File: src/rtl/fp16_mul_normround.sv
// fp16_mul_normround
// Back end of an FP16 multiplier. It takes the sign, the two raw biased
// exponents and the 22-bit significand product from the multiplier array.
// It then normalizes, rounds to nearest-even, handles specials and
// out-of-range exponents, and packs the IEEE FP16 result.
//
// Pipeline: S1 = classify/normalize/exponent, S2 = round/renormalize/pack.
// Valid/ready on both sides; 2-cycle latency, 1 result per cycle.
//
// Ports:
//   clk, rst                   clock, synchronous active-high reset
//   in_valid/in_ready          upstream handshake
//   in_sign                    sign_a ^ sign_b
//   in_exp_a, in_exp_b [4:0]   raw biased exponents
//   in_product [21:0]          11x11 significand product (implicit 1s included)
//   out_valid/out_ready        downstream handshake
//   out_result [15:0]          FP16 product
//   out_overflow/underflow/inexact  per-result exception flags
//
// Optional feature (macro FP16_MUL_STICKY_FLAGS_EN):
//   flag_clear (in)            zeroes the accumulated flags (wins over set)
//   sticky_flags [2:0] (out)   {overflow, underflow, inexact} OR-accumulated
//                              on every output handshake
module fp16_mul_normround (
  input  logic        clk,
  input  logic        rst,
  input  logic        in_valid,
  output logic        in_ready,
  input  logic        in_sign,
  input  logic [4:0]  in_exp_a,
  input  logic [4:0]  in_exp_b,
  input  logic [21:0] in_product,
  output logic        out_valid,
  input  logic        out_ready,
  output logic [15:0] out_result,
  output logic        out_overflow,
  output logic        out_underflow,
  output logic        out_inexact
`ifdef FP16_MUL_STICKY_FLAGS_EN
  ,
  input  logic        flag_clear,
  output logic [2:0]  sticky_flags
`endif
);

  typedef enum logic [1:0] {
    KIND_NORM = 2'd0,
    KIND_ZERO = 2'd1,
    KIND_INF  = 2'd2,
    KIND_NAN  = 2'd3
  } kind_t;

  // S1 pipeline register
  logic              s1_valid_r;
  logic              s1_sign_r;
  kind_t             s1_kind_r;
  logic [9:0]        s1_mant_r;
  logic              s1_guard_r;
  logic              s1_sticky_r;
  logic signed [6:0] s1_exp_r;

  // S2 (output) register
  logic              s2_valid_r;
  logic [15:0]       result_r;
  logic              overflow_r;
  logic              underflow_r;
  logic              inexact_r;

  logic              s1_adv_s;
  logic              accept_s;

  assign s1_adv_s  = !s2_valid_r || out_ready;
  assign in_ready  = !s1_valid_r || s1_adv_s;
  assign accept_s  = in_valid && in_ready;

  assign out_valid     = s2_valid_r;
  assign out_result    = result_r;
  assign out_overflow  = overflow_r;
  assign out_underflow = underflow_r;
  assign out_inexact   = inexact_r;

  // S1 combinational: classification, normalization shift, unrounded exponent
  kind_t             kind_s;
  logic [9:0]        mant_s;
  logic              guard_s;
  logic              sticky_s;
  logic [6:0]        exp_sum_s;
  logic signed [6:0] exp_s;

  // Classify the operands and select the normalization window of the product
  always_comb begin
    kind_s    = KIND_NORM;
    mant_s    = 10'd0;
    guard_s   = 1'b0;
    sticky_s  = 1'b0;
    exp_sum_s = {2'b00, in_exp_a} + {2'b00, in_exp_b};
    exp_s     = 7'sd0;
    // Infinity/NaN operands take priority over zero/subnormal operands.
    if ((in_exp_a == 5'd31) || (in_exp_b == 5'd31)) begin
      if ((in_exp_a == 5'd0) || (in_exp_b == 5'd0)) begin
        kind_s = KIND_NAN;
      end else begin
        kind_s = KIND_INF;
      end
    end else if ((in_exp_a == 5'd0) || (in_exp_b == 5'd0)) begin
      kind_s = KIND_ZERO;
    end else begin
      kind_s = KIND_NORM;
    end
    // A product in [2,4) carries one more integer bit, hence bias 14 vs 15.
    if (in_product[21]) begin
      mant_s   = in_product[20:11];
      guard_s  = in_product[10];
      sticky_s = |in_product[9:0];
      exp_s    = $signed(exp_sum_s - 7'd14);
    end else begin
      mant_s   = in_product[19:10];
      guard_s  = in_product[9];
      sticky_s = |in_product[8:0];
      exp_s    = $signed(exp_sum_s - 7'd15);
    end
  end

  // S1 register: loads on accept, empties when its content moves on
  always_ff @(posedge clk) begin
    if (rst) begin
      s1_valid_r  <= 1'b0;
      s1_sign_r   <= 1'b0;
      s1_kind_r   <= KIND_ZERO;
      s1_mant_r   <= 10'd0;
      s1_guard_r  <= 1'b0;
      s1_sticky_r <= 1'b0;
      s1_exp_r    <= 7'sd0;
    end else if (in_ready) begin
      s1_valid_r <= in_valid;
      if (accept_s) begin
        s1_sign_r   <= in_sign;
        s1_kind_r   <= kind_s;
        s1_mant_r   <= mant_s;
        s1_guard_r  <= guard_s;
        s1_sticky_r <= sticky_s;
        s1_exp_r    <= exp_s;
      end
    end
  end

  // S2 combinational: round, renormalize, range-check and pack
  logic              inc_s;
  logic [10:0]       mant_sum_s;
  logic signed [6:0] exp_rnd_s;
  logic [15:0]       res_s;
  logic              ovf_s;
  logic              unf_s;
  logic              inx_s;

  // Round to nearest even; a mantissa carry leaves the field at zero
  always_comb begin
    inc_s      = s1_guard_r && (s1_sticky_r || s1_mant_r[0]);
    mant_sum_s = {1'b0, s1_mant_r} + {10'd0, inc_s};
    exp_rnd_s  = s1_exp_r + $signed({6'd0, mant_sum_s[10]});
    res_s      = 16'h0000;
    ovf_s      = 1'b0;
    unf_s      = 1'b0;
    inx_s      = 1'b0;
    case (s1_kind_r)
      KIND_NORM: begin
        if (exp_rnd_s >= 7'sd31) begin
          res_s = {s1_sign_r, 15'h7C00};
          ovf_s = 1'b1;
          inx_s = 1'b1;
        end else if (exp_rnd_s <= 7'sd0) begin
          res_s = {s1_sign_r, 15'h0000};
          unf_s = 1'b1;
          inx_s = 1'b1;
        end else begin
          res_s = {s1_sign_r, exp_rnd_s[4:0], mant_sum_s[9:0]};
          inx_s = s1_guard_r || s1_sticky_r;
        end
      end
      KIND_ZERO: res_s = {s1_sign_r, 15'h0000};
      KIND_INF:  res_s = {s1_sign_r, 15'h7C00};
      KIND_NAN:  res_s = 16'h7E00;
      default:   res_s = 16'h0000;
    endcase
  end

  // S2 register: holds its result until the downstream handshake
  always_ff @(posedge clk) begin
    if (rst) begin
      s2_valid_r  <= 1'b0;
      result_r    <= 16'h0000;
      overflow_r  <= 1'b0;
      underflow_r <= 1'b0;
      inexact_r   <= 1'b0;
    end else if (s1_adv_s) begin
      s2_valid_r <= s1_valid_r;
      if (s1_valid_r) begin
        result_r    <= res_s;
        overflow_r  <= ovf_s;
        underflow_r <= unf_s;
        inexact_r   <= inx_s;
      end
    end
  end

`ifdef FP16_MUL_STICKY_FLAGS_EN
  logic [2:0] sticky_r;

  assign sticky_flags = sticky_r;

  // Accumulate flags of delivered results; clear has priority
  always_ff @(posedge clk) begin
    if (rst) begin
      sticky_r <= 3'b000;
    end else if (flag_clear) begin
      sticky_r <= 3'b000;
    end else if (s2_valid_r && out_ready) begin
      sticky_r <= sticky_r | {overflow_r, underflow_r, inexact_r};
    end
  end
`endif

endmodule

File: config.mk
export PLATFORM = sky130hd
export DESIGN_NAME = fp16_mul_normround
export DESIGN_NICKNAME = d
export VERILOG_FILES = /design/src/rtl/fp16_mul_normround.sv
export SDC_FILE = /design/constraint.sdc
export NUM_CORES = 1
export LEC_CHECK = 0
export CAP_MARGIN = 20
export CORE_ASPECT_RATIO = 0.8
export CORE_MARGIN = 2
export CORE_UTILIZATION = 45
export CTS_CLUSTER_SIZE = 8
export DETAILED_ROUTE_END_ITERATION = 16
export PLACE_DENSITY = 0.74
export SYNTH_ARGS = -nofsm -noshare
export SYNTH_HDL_FRONTEND = slang
export SYNTH_SLANG_ARGS = --single-unit
File: constraint.sdc
create_clock -name clk -period 2.7 [get_ports clk]
set_input_delay 0.405 -clock clk [delete_from_list [all_inputs] [get_ports clk]]
set_output_delay 0.405 -clock clk [all_outputs]
set_load 0.05 [all_outputs]
==> results.ini, run 1 <==
[timing]
setup_viol=1
min_period_over_period_pct=100
final_hold_viol_count=0
setup-tns-final_ns=-0.00302
worst_slew_pin_slew_ns=0.607
rsz0062_at_grt=yes
timing.slew.headroom_pct=59.3
maxSlewViolCount=0
skew_ns=0.00769
hold_slack_ns=0.453
layout_min_cycle_time_ns=2.70
fmax_mhz=370
setup_ws_ns=-0.00302

[drt]
routedWlPerCell_um=13.4
drt_iter0_markers=126
dr.pass1.iters=4
drt_wl_total_um=6060
drtAntennaViolNets=0
vias_per_cell=5.31
drc_errors=0
via_count=2405

[power_and_ir_drop]
p_sw_uw=483
ir_drop_uv=278
internal-power_mw=1.17
switching_share_pct=29.2
pwr-share-clk_pct=28.7
total_power_mw=1.66
p_seq_share_pct=43.1
power_frac_comb_pct=28.2
powerDensity_mw_per_mm2=468
p_leak_nw=1.36

[logic_synthesis]
synthesis.area_mm2=0.00253
yosys.area.top_type_share_pct=34.0
syn_inst=295
ys_seq_area_share_pct=34.0
synth_xor_area_share_pct=7.22
synthArstFlopShare_pct=0
synth_fa_ha_area_share_pct=6.23
ys_ff_latch=43
ys_top_cells_by_count=dfxtp_1 (43), nor2_1 (33), nand2_1 (26), nand3_1 (23), a211oi_1 (16)
synth_edf_count=0
avgSynthCellArea_um2=8.58
yosysWarnings=0
synthSimpleGateAreaFrac_pct=22.1
ys_top_cells_by_area=dfxtp_1 (34%), ha_1 (5.4%), mux2i_1 (5.1%), nor2_1 (4.9%), a211oi_1 (4.7%)
synth_mux_area_share_pct=6.18
synth_nets=344
ys_types=54
ys.flop_type=dfxtp_1
synth_top_family_by_area=simple AND/OR/NAND/NOR gates
yosys.area.top_type=dfxtp_1
synth_compound_area_share_pct=19.1
yosysMostFrequentCell=dfxtp_1

[global_routing]
first_global_vias=2259
grt_max_degree=35
grt_use_total_pct=20.3
grt_pass1_wl_um=10300
antenna_found_initial=0
overflow=0

[clock_network]
h-tree-depth=2
ctsLongestPathBuffers=2
clock_latency_ns=0.29
cts_sinks=43
cts-root-buf=clkbuf_8
cts_tree=yes
clkTransAtPathRegs_ns=0.08
postCtsHoldBufs=0
cts_buffers=5

[floorplan]
rows=24
ioPinCount=58
fp.coreArea_mm2=0.00544
die_y_um=71.1
initial_core_util_pct=46.5
die_area_mm2=0.00624
fp.dieW_um=87.8

[worst_setup_path]
worstPathMaxFanout=5
critPathRequiredTime_ns=2.87
path_class=register to register
r2r_slack_ns=-0.003
worstSetupEndpointType=register
crit_path_start_kind=register
arrival_ns=2.87

[run]
cap_violations=0

[status]
status=finished, violations left
violations=setup timing

[cells_and_area]
multi_input_area_mm2=0.00164
nFillCells=471
regArea_um2=865
finalNetCount=424
finish.instance_area_mm2=0.00354
fin_cells=453
utilization_pct=65.1
drive_gt1_share_pct=18.4
area_growth_syn_to_layout_pct=39.9
n_antenna_cell=0

[placed_design]
place.gp.congestion=0.860
placement.cell_area_mm2=0.00333
dp.cells=441
dpl_worst_slack_ns=-0.196
io_buffers=57
hpwl_um=4620

[hold_path]
hold_path.class=register to register

critical path, stage by stage, from the launching register on:
cell	delay, ns
dfxtp_2	0.35
o21a_1	0.12
ha_2	0.20
ha_4	0.14
nand3_2	0.06
nor4_2	0.15
ha_2	0.25
ha_4	0.20
or4_4	0.42
a2bb2oi_2	0.15
mux2_4	0.31
nand4_4	0.15
o31ai_1	0.08
area by class of cell:
type	count	share of cell area, %
tap	78	2.76
timing repair buffer	88	22.8
multi-input combinational	230	46.4
clock inverter	1	0.848
sequential	43	24.4
clock buffer	6	2.05
inverter	7	0.742
final timing paths:
check                      from       endpoint  cells past startpoint
hold / removal    out_underflow  out_underflow                      2
setup reg to reg   s1_mant_r[0]  out_result[2]                     12
setup / recovery   s1_mant_r[0]  out_result[2]                     12
hold reg to reg   out_underflow  out_underflow                      2
power groups by stage:
stage | clock (mW) | sequential (mW) | combinational, mW
detailed placement | 0 | 0.727 | 0.437
CTS | 0.479 | 0.712 | 0.458
finish | 0.476 | 0.714 | 0.466
global placement | 0 | 0.725 | 0.429
floorplan | 0 | 0.752 | 0.248
global route | 0.511 | 0.720 | 0.509
layer usage:
metal / track usage [%] / vias to the layer above / share of wire (%)
met3: 3.85 / 4 / 4.2
li1: - / 1245 / -
met5: 0 / - / 0
met1: 29.9 / 1098 / 51
met2: 31.2 / 58 / 44
met4: 3.76 / 0 / 0.69
kinds of logic (layout without fill, tap and decap cells):
family | Yosys count | in the layout
AND/OR/NAND/NOR | 113 | 114
AO/OA/AOI/OAI | 69 | 69
flip-flops | 43 | 43
buffers and inverters | 23 | 102
XOR/XNOR | 20 | 20
multiplexers | 15 | 15
adder cells (fa/ha/maj) | 12 | 12
flip-flops by register name, summed over array words and instances (netlist names):
signal / flops
out_result: 16
s1_mant_r: 10
s1_exp_r: 7
s1_kind_r: 2
out_inexact: 1
out_overflow: 1
out_underflow: 1
out_valid: 1
s1_guard_r: 1
s1_sign_r: 1
s1_sticky_r: 1
s1_valid_r: 1
cell usage in the layout (no fill, tap or decap), types with 4 or more instances in the layout:
cell type / netlist / final
or4_1: 5 / 4
buf_4: 1 / 30
nor2_1: 33 / 32
xor2_1: 8 / 8
mux2i_1: 13 / 13
o21ai_0: 7 / 5
nand3_2: 2 / 4
inv_1: 6 / 6
o31ai_1: 8 / 5
nor3_1: 6 / 6
ha_1: 11 / 7
a211oi_1: 16 / 16
clkbuf_8: 3 / 5
nand3_1: 23 / 21
xnor2_1: 11 / 11
a21oi_1: 14 / 14
clkdlybuf4s50_1: 0 / 57
nand2_1: 26 / 26
dfxtp_1: 43 / 40
timing repair:
item,CTS,global route
resized for setup,7,8
setup endpoints to repair,17,17
gates cloned,1,0
setup buffers,2,2
endpoints found under the hold margin,0,0
pin swaps,20,9
(Power assumes the default switching activity.)
==> inputs of run 2 (changes only) <==
--- a/config.mk
+++ b/config.mk
@@ -11,7 +11,7 @@
 export CORE_UTILIZATION = 45
 export CTS_CLUSTER_SIZE = 8
 export DETAILED_ROUTE_END_ITERATION = 16
-export PLACE_DENSITY = 0.74
+export PLACE_DENSITY = 0.73
 export SYNTH_ARGS = -nofsm -noshare
 export SYNTH_HDL_FRONTEND = slang
 export SYNTH_SLANG_ARGS = --single-unit
==> results.ini, run 2 (synthesized netlist as in run 1, its figures left out) <==
[cells_and_area]
multi_input_area_mm2=0.00168
n_antenna_cell=0
finalNetCount=427
area_growth_syn_to_layout_pct=43.0
final_cell_mix=clkdlybuf4s50_1 (57), dfxtp_1 (40), buf_4 (33)
mostFrequentLayoutCell=clkdlybuf4s50_1
nFillCells=461
largest_register_ffs=16
finish.instance_area_mm2=0.00362
regArea_um2=867
drive_gt1_share_pct=19.8

[worst_setup_path]
cp_top_family=simple AND/OR/NAND/NOR gates
worstSetupEndpointType=register
r2r_cells=12
crit_path_top_delay_cell=or4_4
slowest_delay_ns=0.47
path_cells=o21a_1 -> ha_4 -> ha_4 -> nand3_4 -> nor4_4 -> ha_2 -> ha_4 -> or4_4 -> a2bb2oi_2 -> mux2_4 -> nand4_4 -> o31ai_1
worstPathMaxFanout=5
arrival_ns=2.94
cp.depth=12
endpoint=out_result[3]
path_class=register to register
worst_r2r_startpoint=s1_mant_r[0]
regToRegEndpoint=out_result[3]
worst-path-buf-inv=0
crit_start=s1_mant_r[0]
crit_top_cell=ha_4
critPathRequiredTime_ns=2.87
r2r_slack_ns=-0.07
crit_path_start_kind=register

[clock_network]
ctsLongestPathBuffers=2
cts_buffers=5
cts-root-buf=clkbuf_8
cts_sinks=43
clkTransAtPathRegs_ns=0.08
clock_latency_ns=0.29
h-tree-depth=2
cts_tree=yes

[global_routing]
overflow=0
first_global_vias=2296
antenna_found_initial=0
grt_use_total_pct=20.5
grt_max_degree=35
grt_pass1_wl_um=10300

[timing]
final_hold_viol_count=0
fmax_mhz=361
layout_min_cycle_time_ns=2.77
hold_slack_ns=0.455
maxSlewViolCount=0
setup_viol=12
rsz0062_at_grt=yes
skew_ns=0.00961
worst_slew_pin_slew_ns=0.600
timing.slew.headroom_pct=59.8
setup_ws_ns=-0.0680
min_period_over_period_pct=103

[placed_design]
placement.cell_area_mm2=0.00333
io_buffers=57
place.gp.congestion=0.823
hpwl_um=4650

[status]
violations=setup timing
status=finished, violations left

[power_and_ir_drop]
powerDensity_mw_per_mm2=471
pwr-share-clk_pct=30.0
internal-power_mw=1.21
switching_share_pct=29.2
p_sw_uw=498
p_seq_share_pct=42.0
ir_drop_uv=241
p_leak_nw=1.40
power_frac_comb_pct=27.9

[floorplan]
fp.coreArea_mm2=0.00544
fp.dieW_um=87.8
die_area_mm2=0.00624
die_y_um=71.1
ioPinCount=58
initial_core_util_pct=46.5
rows=24

[drt]
routedWlPerCell_um=13.9
vias_per_cell=5.34
via_count=2440
dr.pass1.iters=4
drtAntennaViolNets=0
drt_wl_total_um=6360
drc_errors=0
drt_iter0_markers=116

[hold_path]
hold_path.class=register to register

[run]
cap_violations=0

## run 2: changes by cell type in the layout (fill, tap and decap cells not counted), moves of 2 or more
| cell | delta |
|---|---|
| o31ai_2 | -2 |
| o31ai_1 | +2 |
| buf_4 | +3 |
| o21ai_2 | -2 |
| o21ai_1 | +2 |
## run 2: power groups by stage
stage | Clock [mW] | Combinational [mW] | Sequential, mW
2_1_floorplan | 0 | 0.248 | 0.752
3_3_place_gp | 0 | 0.428 | 0.726
3_5_place_dp | 0 | 0.436 | 0.728
4_1_cts | 0.519 | 0.460 | 0.714
5_1_grt | 0.546 | 0.521 | 0.722
6_report | 0.512 | 0.477 | 0.717
## run 2: how the worst min path moves through the flow
stage	from	to	slack, ns	cells after the start
5_1_grt	out_result[15]	out_result[15]	0.49	2
4_1_cts	out_result[15]	out_result[15]	0.46	2
2_1_floorplan	s1_sign_r	s1_sign_r	0.44	2
3_3_place_gp	out_underflow	out_underflow	0.44	2
6_report	out_result[15]	out_result[15]	0.45	2
3_5_place_dp	out_result[15]	out_result[15]	0.45	2
## run 2: metrics by stage
| stage | total power, mW | util, % | TNS, ns | instances | setup WS, ns |
|---|---|---|---|---|---|
| after global placement | 1.15 | 61.3 | -0.543 | 441 | -0.0586 |
| final | 1.71 | 66.6 | -0.518 | 457 | -0.0680 |
| after floorplan | 1.00 | - | 0 | 295 | 0.00939 |
| after CTS | 1.69 | 64.8 | -0.484 | 454 | -0.0684 |
| after global routing | 1.79 | 66.6 | -1.86 | 457 | -0.175 |
| after detailed placement | 1.16 | 61.3 | -1.42 | 441 | -0.125 |
## run 2: worst reg2reg max path, stage by stage, from the launching register on
cell       delay [ns]
dfxtp_4          0.36
o21a_1           0.16
ha_4             0.16
ha_4             0.14
nand3_4          0.08
nor4_4           0.14
ha_2             0.25
ha_4             0.20
or4_4            0.47
a2bb2oi_2        0.15
mux2_4           0.30
nand4_4          0.14
o31ai_1          0.09
## run 2: cell type report
type	count	share of cell area [%]
clock buffers	6	2.28
inverters	7	0.726
well taps	78	2.70
clock inverters	2	0.969
repair buffers	91	22.9
flip-flops and latches	43	24.0
multi-input cells	230	46.4
## run 2: routing by layer
layer | vias to the layer above | routed length [µm] | track usage (%) | part of all wire, %
met4 | 0 | 50 | 4.10 | 0.79
met1 | 1111 | 3050 | 29.1 | 48
met2 | 76 | 2950 | 33.0 | 46
met3 | 7 | 308 | 3.38 | 4.8
li1 | 1246 | - | - | -
met5 | - | 0 | 0 | 0
## run 2: repair_timing
action,CTS,global route
hold buffers,0,0
cloned,1,0
endpoints found under the setup margin,15,18
buffers inserted,4,4
resized for setup,7,14
pin swaps,9,2
